--- src/rtl/la_pkg.sv ---
// rtl/la_pkg.sv - shared constants and encodings for the capture sequencer
package la_pkg;

    localparam int LA_ADDR_W    = 10;
    localparam int LA_DATA_W    = 8;
    localparam int LA_TIMEOUT_W = 20;

    typedef enum logic [2:0] {
        ST_IDLE    = 3'd0,
        ST_ARMED   = 3'd1,
        ST_ACQ     = 3'd2,
        ST_READOUT = 3'd3
    } state_e;

    localparam logic [1:0] TRIG_IMM  = 2'b00;
    localparam logic [1:0] TRIG_RISE = 2'b01;
    localparam logic [1:0] TRIG_FALL = 2'b10;
    localparam logic [1:0] TRIG_RSVD = 2'b11;

endpackage

--- src/rtl/trig_detect.sv ---
// rtl/trig_detect.sv - level-crossing trigger detector on the live ADC stream
module trig_detect
    import la_pkg::*;
#(
    parameter int DATA_W = LA_DATA_W
) (
    input  logic              clk,
    input  logic              rst,
    input  logic              armed,
    input  logic [1:0]        trig_mode,
    input  logic [DATA_W-1:0] trig_level,
    input  logic [DATA_W-1:0] adc_data,
    output logic              trig_hit
);

    logic above;
    logic prev_above_q, prev_above_d;
    logic cond;

    always_comb begin
        above        = (adc_data >= trig_level);
        prev_above_d = above;
    end

    // History tracks every cycle so the first armed cycle already sees a valid edge
    always_ff @(posedge clk or posedge rst) begin
        if (rst) begin
            prev_above_q <= 1'b0;
        end else begin
            prev_above_q <= prev_above_d;
        end
    end

    always_comb begin
        cond = 1'b1;
        case (trig_mode)
            TRIG_RISE: cond = ~prev_above_q & above;
            TRIG_FALL: cond = prev_above_q & ~above;
            default:   cond = 1'b1;
        endcase
        trig_hit = armed & cond;
    end

endmodule

--- src/rtl/capture_sequencer.sv ---
// rtl/capture_sequencer.sv - capture FSM and sample RAM owner mux; AUTO_TRIG_EN adds trigger timeout
module capture_sequencer
    import la_pkg::*;
#(
    parameter int ADDR_W = LA_ADDR_W,
    parameter int DATA_W = LA_DATA_W
`ifdef AUTO_TRIG_EN
    ,
    parameter int TIMEOUT_W = LA_TIMEOUT_W
`endif
) (
    input  logic              clk,
    input  logic              rst,
    input  logic              arm,
    input  logic              abort,
    input  logic              continuous,
    input  logic [1:0]        trig_mode,
    input  logic [DATA_W-1:0] trig_level,
    input  logic [DATA_W-1:0] adc_data,
    output logic              grant_acq,
    input  logic              done_acq,
    input  logic [ADDR_W-1:0] acq_wr_addr,
    input  logic              acq_wr_en,
    output logic              grant_rd,
    input  logic              done_rd,
    input  logic [ADDR_W-1:0] rd_addr,
    output logic [ADDR_W-1:0] ram_addr,
    output logic              ram_wren,
    output logic              busy,
    output logic [2:0]        state_o,
    output logic              timed_out
);

    state_e state_q, state_d;
    logic   grant_acq_q, grant_acq_d;
    logic   grant_rd_q, grant_rd_d;
    logic   busy_q, busy_d;
    logic   acq_seen_q, acq_seen_d;
    logic   abort_lat_q, abort_lat_d;
    logic   timed_out_q, timed_out_d;
    logic   trig_hit;
    logic   force_trig;

    trig_detect #(.DATA_W(DATA_W)) u_trig_detect (
        .clk        (clk),
        .rst        (rst),
        .armed      (state_q == ST_ARMED),
        .trig_mode  (trig_mode),
        .trig_level (trig_level),
        .adc_data   (adc_data),
        .trig_hit   (trig_hit)
    );

`ifdef AUTO_TRIG_EN
    logic [TIMEOUT_W-1:0] tmo_cnt_q, tmo_cnt_d;

    always_comb begin
        tmo_cnt_d = (state_q == ST_ARMED) ? tmo_cnt_q + 1'b1 : '0;
    end

    always_ff @(posedge clk or posedge rst) begin
        if (rst) begin
            tmo_cnt_q <= '0;
        end else begin
            tmo_cnt_q <= tmo_cnt_d;
        end
    end

    assign force_trig = (state_q == ST_ARMED) && (&tmo_cnt_q);
`else
    assign force_trig = 1'b0;
`endif

    always_ff @(posedge clk or posedge rst) begin
        if (rst) begin
            state_q     <= ST_IDLE;
            grant_acq_q <= 1'b0;
            grant_rd_q  <= 1'b0;
            busy_q      <= 1'b0;
            acq_seen_q  <= 1'b0;
            abort_lat_q <= 1'b0;
            timed_out_q <= 1'b0;
        end else begin
            state_q     <= state_d;
            grant_acq_q <= grant_acq_d;
            grant_rd_q  <= grant_rd_d;
            busy_q      <= busy_d;
            acq_seen_q  <= acq_seen_d;
            abort_lat_q <= abort_lat_d;
            timed_out_q <= timed_out_d;
        end
    end

    always_comb begin
        state_d = state_q;
        case (state_q)
            ST_IDLE: begin
                if (arm && !abort) state_d = ST_ARMED;
            end
            ST_ARMED: begin
                if (abort) state_d = ST_IDLE;
                else if (trig_hit || force_trig) state_d = ST_ACQ;
            end
            ST_ACQ: begin
                // The writer cannot be stopped mid-fill, so abort only redirects the exit
                if (acq_seen_q && done_acq) begin
                    state_d = (abort_lat_q || abort) ? ST_IDLE : ST_READOUT;
                end
            end
            ST_READOUT: begin
                if (abort) state_d = ST_IDLE;
                else if (done_rd) state_d = continuous ? ST_ARMED : ST_IDLE;
            end
            default: state_d = ST_IDLE;
        endcase
    end

    always_comb begin
        grant_acq_d = (state_q == ST_ARMED) && (state_d == ST_ACQ);
        grant_rd_d  = (state_d == ST_READOUT);
        busy_d      = (state_d != ST_IDLE);
        acq_seen_d  = (state_q == ST_ACQ) && (acq_seen_q || acq_wr_en);
        abort_lat_d = (state_q == ST_ACQ) && (abort_lat_q || abort);
`ifdef AUTO_TRIG_EN
        timed_out_d = timed_out_q;
        if ((state_q != ST_ARMED) && (state_d == ST_ARMED)) timed_out_d = 1'b0;
        else if (grant_acq_d && !trig_hit) timed_out_d = 1'b1;
`else
        timed_out_d = 1'b0;
`endif
    end

    always_comb begin
        ram_addr = '0;
        ram_wren = 1'b0;
        case (state_q)
            ST_ACQ: begin
                ram_addr = acq_wr_addr;
                ram_wren = acq_wr_en;
            end
            ST_READOUT: ram_addr = rd_addr;
            default: begin
                ram_addr = '0;
                ram_wren = 1'b0;
            end
        endcase
    end

    assign grant_acq = grant_acq_q;
    assign grant_rd  = grant_rd_q;
    assign busy      = busy_q;
    assign state_o   = state_q;
    assign timed_out = timed_out_q;

endmodule

--- config.mk ---
export PLATFORM = sky130hd
export DESIGN_NAME = capture_sequencer
export DESIGN_NICKNAME = d
export VERILOG_FILES = /design/src/rtl/la_pkg.sv /design/src/rtl/trig_detect.sv /design/src/rtl/capture_sequencer.sv
export SDC_FILE = /design/constraint.sdc
export NUM_CORES = 1
export LEC_CHECK = 0
export ABC_AREA = 0
export BUFFER_PORTS_ARGS = -buffer_cell sky130_fd_sc_hd__buf_2
export CAP_MARGIN = 10
export CORE_MARGIN = 2
export CORE_UTILIZATION = 42
export CTS_BUF_LIST = sky130_fd_sc_hd__clkbuf_8
export DETAILED_ROUTE_END_ITERATION = 7
export GPL_ROUTABILITY_DRIVEN = 0
export PLACE_DENSITY_LB_ADDON = 0.25
export SLEW_MARGIN = 15
export SYNTH_ARGS = -nofsm -noshare
export SYNTH_HDL_FRONTEND = slang
export SYNTH_SLANG_ARGS = --single-unit
export TNS_END_PERCENT = 100
--- constraint.sdc ---
create_clock -name clk -period 1.6 [get_ports clk]
set_input_delay 0.24 -clock clk [delete_from_list [all_inputs] [get_ports clk]]
set_output_delay 0.24 -clock clk [all_outputs]
set_load 0.02 [all_outputs]
After elaboration in Yosys (flattened, before gate mapping). Cells that the tools add are included. W data, S select, Z words.

Flip-flop bits (word level): 9. Input port bits: 46. Word-level logic and storage cells: 42.

Reduce and logical (&&, ||, !) cells: 10. Multiplexer cells: 12. Bitwise gates (word level): 5. Eq/ne operators: 7. $lt $le $gt $ge: 1.

Operator list (count): $pmux W10 S2 (1); $mux W3 (6); $eq A3 B2 Y1 const B (4); $pmux W3 S4 (1); $ge A8 B8 Y1 (1); $logic_and A1 B1 Y1 (5); $and A1 B1 Y1 (3); $eq A3 B1 Y1 const B (1); $logic_not A3 Y1 (1); $reduce_bool A3 Y1 (1); $eq A2 B1 Y1 const B (1); $eq A2 B2 Y1 const B (1); $logic_or A1 B1 Y1 (2); $mux W1 (2); $mux W2 (1); $not A1 Y1 (2); $pmux W1 S2 (1); $logic_not A1 Y1 (1).

Logic depth before layout (Yosys ltp).
Depth after elaboration: 10. Depth in mapped cells: 7. Mapped depth without buffers: 7.

Cells and area by module. Synthesis repeated with hierarchy kept, for this count alone.

Cells, all modules: 94. Area, all modules: 863.3 µm².

Modules (own cells, without submodules): capture_sequencer (area an instance 554.3 µm², instances 1, cells each 58); trig_detect (area an instance 309.0 µm², instances 1, cells each 36).

Worst setup path before layout. No wires, ideal clock.

Kind: input-to-reg. Start: in trig_level[6]. End: reg state_q[0] (netlist: state_o[0]). Library setup time: 0.139 ns. Arrival: 1.549 ns. Cell stages on the path: 6. Buffers on the path: 0. Setup slack: -0.088 ns. Cell sequence: inv_1 ha_1 a41oi_2 nor2b_1 and3_1 or4_1.

Cells in the longest elaborated chain, start to end: 8. Elaborated cells on any way between the ends: 9. Classes of those cells: 1 x order compare; 4 x mux; 4 x bitwise.

Ends and longest elaborated chain: from (decl) (line capture_sequencer.sv:18) `input logic [DATA_W-1:0] trig_level,`; $ge A8 B8 Y1 (*) (line trig_detect.sv:21) `above = (adc_data >= trig_level);`; $not A1 Y1 (line trig_detect.sv:38) `TRIG_FALL: cond = prev_above_q & ~above;`; $and A1 B1 Y1 (line trig_detect.sv:38); $pmux W1 S2 (*) (line trig_detect.sv:36) `case (trig_mode)`; $and A1 B1 Y1 (*) (line trig_detect.sv:41) `trig_hit = armed & cond;`; $mux W3 (*) (line capture_sequencer.sv:102) `else if (trig_hit || force_trig) state_d = ST_ACQ;`; $mux W3 (*) (line capture_sequencer.sv:101) `if (abort) state_d = ST_IDLE;`; $pmux W3 S4 (*) (line capture_sequencer.sv:96) `case (state_q)`; net state_d[0] (line capture_sequencer.sv:34) `state_e state_q, state_d;`; to (signal assigned) (line capture_sequencer.sv:84) `state_q <= state_d;`; to (decl) (line capture_sequencer.sv:34).

Mark *: on every way through the listed nets, which the timed path passes. The rest lies on a longest branch.

Worst setup path in the final report.
Start: reg state_q[0] (netlist: state_o[0]). End: out ram_addr[7].

Cells in the longest elaborated chain, start to end: 2. Elaborated cells on any way between the ends: 3. Classes of those cells: 2 x eq/ne; 1 x mux.

Ends and longest elaborated chain: $eq A3 B2 Y1 (line capture_sequencer.sv:136) `case (state_q)`; $pmux W10 S2 (*) (line capture_sequencer.sv:136); to (decl) (line capture_sequencer.sv:27) `output logic [ADDR_W-1:0] ram_addr,`.

Every way passes the cells marked *; elsewhere a longest branch is shown, timed or not.

==> out/results.tsv <==
stage	metric	value	unit
timing	finClkSkew	2.80	ps
die	num_rows	16	
yosys	synth_cell_types	38	
yosys	synth_top_area_share	25.1	%
yosys	async_reset_ff_share	100	%
power_and_ir_drop	pwr-share-comb	36.9	%
timing	hold_viol	0	
yosys	synth_seq_area_share	25.1	%
yosys	synth_top_area_cell	dfrtp_1	
final_layout	fillers	148	
die	coreArea	1980	sq um
detailed_routing	drt-initial-drc-count	11	
timing	setup_ws	26.8	ps
timing	fin_crit_sh	98.3	%
cts	clk_pin_slew	50	ps
final_layout	layout-drive-gt1-share	48.9	%
global_route	grt_max_degree	14	
die	die_y	50.2	um
power_and_ir_drop	p_leak	0.798	nW
timing	drv_slew	0	
cts	numClockSinks	9	
yosys	synth_seq_cells	9	
global_route	grt_overflow	0	
hold_path	min_path_type	in -> reg	
power_and_ir_drop	finalPower	0.805	mW
timing	rsz0062_at_grt	true	
cts	cts_buffers	3	
status	status	complete, no violations	
final_layout	nets	235	
power_and_ir_drop	p_int	0.562	mW
cts	clk_latency	230	ps
yosys	synth_flop_cell	dfrtp_1	
die	die_area	2520	sq um
final_layout	final_cell_mix	buf_2 (54), inv_1 (16), nor2_1 (13), mux2i_1 (10)	
timing	min_period	1570	ps
placed_design	io_buffers	62	
global_route	grt_pass1_wl	3650	um
placed_design	dpl.cell_count	198	
die	start_util	45.2	%
final_layout	mostFrequentLayoutCell	buf_2	
cts	cts_tree	done	
power_and_ir_drop	seq_power_share	31.1	%
die	io_pins	64	
setup_path	startpoint_type	register	
power_and_ir_drop	p_per_area	549	nW/um^2
detailed_routing	via_count	1035	
final_layout	areaGrowthSynthToFinish	63.5	%
flow_run	max-cap-violations	0	
yosys	synthCells	107	
final_layout	num_antenna_cells	0	
yosys	synth_area_leaders	dfrtp_1 (25%), ha_1 (14%), mux2i_1 (12%)	
power_and_ir_drop	p_sw	0.242	mW
placed_design	dpl.hpwl	1900	um
yosys	synth_edf_count	0	
cts	clockBufferDepth	2	
power_and_ir_drop	ir_drop	0.000319	V
timing	setup_viol	0	
detailed_routing	wl	2390	um
timing	max_freq	636	MHz
yosys	netlist_area	896	sq um
setup_path	critPathKind	reg -> out	
timing	hold_slack	280	ps
detailed_routing	firstDrtPassIters	4	
setup_path	crit_arrival	1330	ps
global_route	grt_usage	18.8	%
final_layout	instances_no_fill	205	
detailed_routing	routedWlPerCell	11.7	um
final_layout	utilization	73.9	%
setup_path	end_kind	output port	
cts	htreeDepth	1	
power_and_ir_drop	p_sw_share	30.1	%
die	fp.dieW	50.2	um
detailed_routing	ant_nets	0	
setup_path	cp_data_required_time	1360	ps
detailed_routing	via_per_inst	5.05	
yosys	yosys_warnings	0	
placed_design	dp_slack	-218	ps
setup_path	cp_max_fo	8	
global_route	grt_antenna_before_repair	0	
cts	cts_root_buf	clkbuf_8	
power_and_ir_drop	clock_power_share	32.0	%
global_route	grt_pass1_vias	915	
yosys	syn_avg_cell_area	8.37	sq um
detailed_routing	post-route-drc-count	0	
==> power groups by stage <==
stage	logic, mW	clock network (mW)	registers, mW
floorplan	0.142	0	0.262
global placement	0.243	0	0.252
detailed placement	0.256	0	0.253
CTS	0.262	0.263	0.250
global route	0.325	0.283	0.251
finish	0.297	0.257	0.250
==> cell families after synthesis <==
kind of cell,synth area share (%)
AOI/OAI and AO/OA,14.2
adders and majority gates,14.0
buffers and inverters,8.66
DFF,25.1
muxes,12.3
other,0.419
and+or+nand+nor,25.3
==> sequential cells by signal (all words and copies together), names as in the netlist <==
register / cells
busy: 1
grant_rd: 1
abort_lat_q: 1
state_o: 3
u_trig_detect.prev_above_q: 1
grant_acq: 1
acq_seen_q: 1
==> per-layer routing <==
layer | vias up | share of wire, % | wire (um) | global-route usage (%)
li1 | 512 | - | - | -
met1 | 472 | 37 | 885 | 19.1
met5 | - | 0 | 0 | 0
met2 | 49 | 56 | 1330 | 37.5
met4 | 0 | 0.75 | 18 | 6.94
met3 | 2 | 6.6 | 159 | 2.68
==> timing repair <==
| action | 4_1_cts | 5_1_grt |
|---|---|---|
| pin swaps | 0 | 6 |
| hold buffers | 1 | 0 |
| hold endpoints to repair | 9 | 0 |
| buffers inserted | 0 | 1 |
| setup endpoints to repair | 10 | 13 |
| resized for setup | 4 | 23 |
| cloned | 0 | 1 |
==> through the flow <==
step	setup TNS [ps]	area, sq um
6_report	0	1470
5_1_grt	-151	1470
4_1_cts	0	1360
3_5_place_dp	-471	1290
3_3_place_gp	-315	1290
2_1_floorplan	-30.3	930
==> path summary, 6_finish.rpt <==
check                                      from              endpoint  slack [ps]  cells after the start
setup / recovery           state_o[0]$_DFF_PP0_           ram_addr[7]          30                      5
hold / removal                        acq_wr_en  acq_seen_q$_DFF_PP0_         280                      3
setup reg to reg           state_o[0]$_DFF_PP0_  state_o[0]$_DFF_PP0_          70                      4
hold reg to reg            acq_seen_q$_DFF_PP0_  acq_seen_q$_DFF_PP0_         570                      2
max in group asynchronous                   rst  state_o[2]$_DFF_PP0_         830                      3
min in group asynchronous                   rst  state_o[1]$_DFF_PP0_         500                      3
==> Yosys cell counts (2+ instances only) <==
cell type / n
nand2b_1: 2
mux2i_1: 11
dfrtp_1: 9
nor2_1: 16
nor3_1: 4
a21oi_1: 2
inv_1: 15
ha_1: 10
nand3_1: 2
nand2_1: 3
nor3b_1: 2
buf_2: 2
o21ai_0: 4
==> area by class of cell <==
cell class	count	area [sq um]	share of cell area, %
clock inverters	1	3.75	0.256
repair buffers	70	442	30.1
multi-input cells	80	662	45.2
well taps	27	33.8	2.31
clock buffers	3	41.3	2.82
flip-flops and latches	9	226	15.5
inverters	15	56.3	3.84
==> worst max-delay path: stages, from the launching register on <==
cell	delay, ps
dfrtp_1	380
buf_6	160
clkbuf_16	150
mux2i_1	220
nor2_2	60
buf_6	130
No activity file was read; power rests on OpenSTA's default activity.
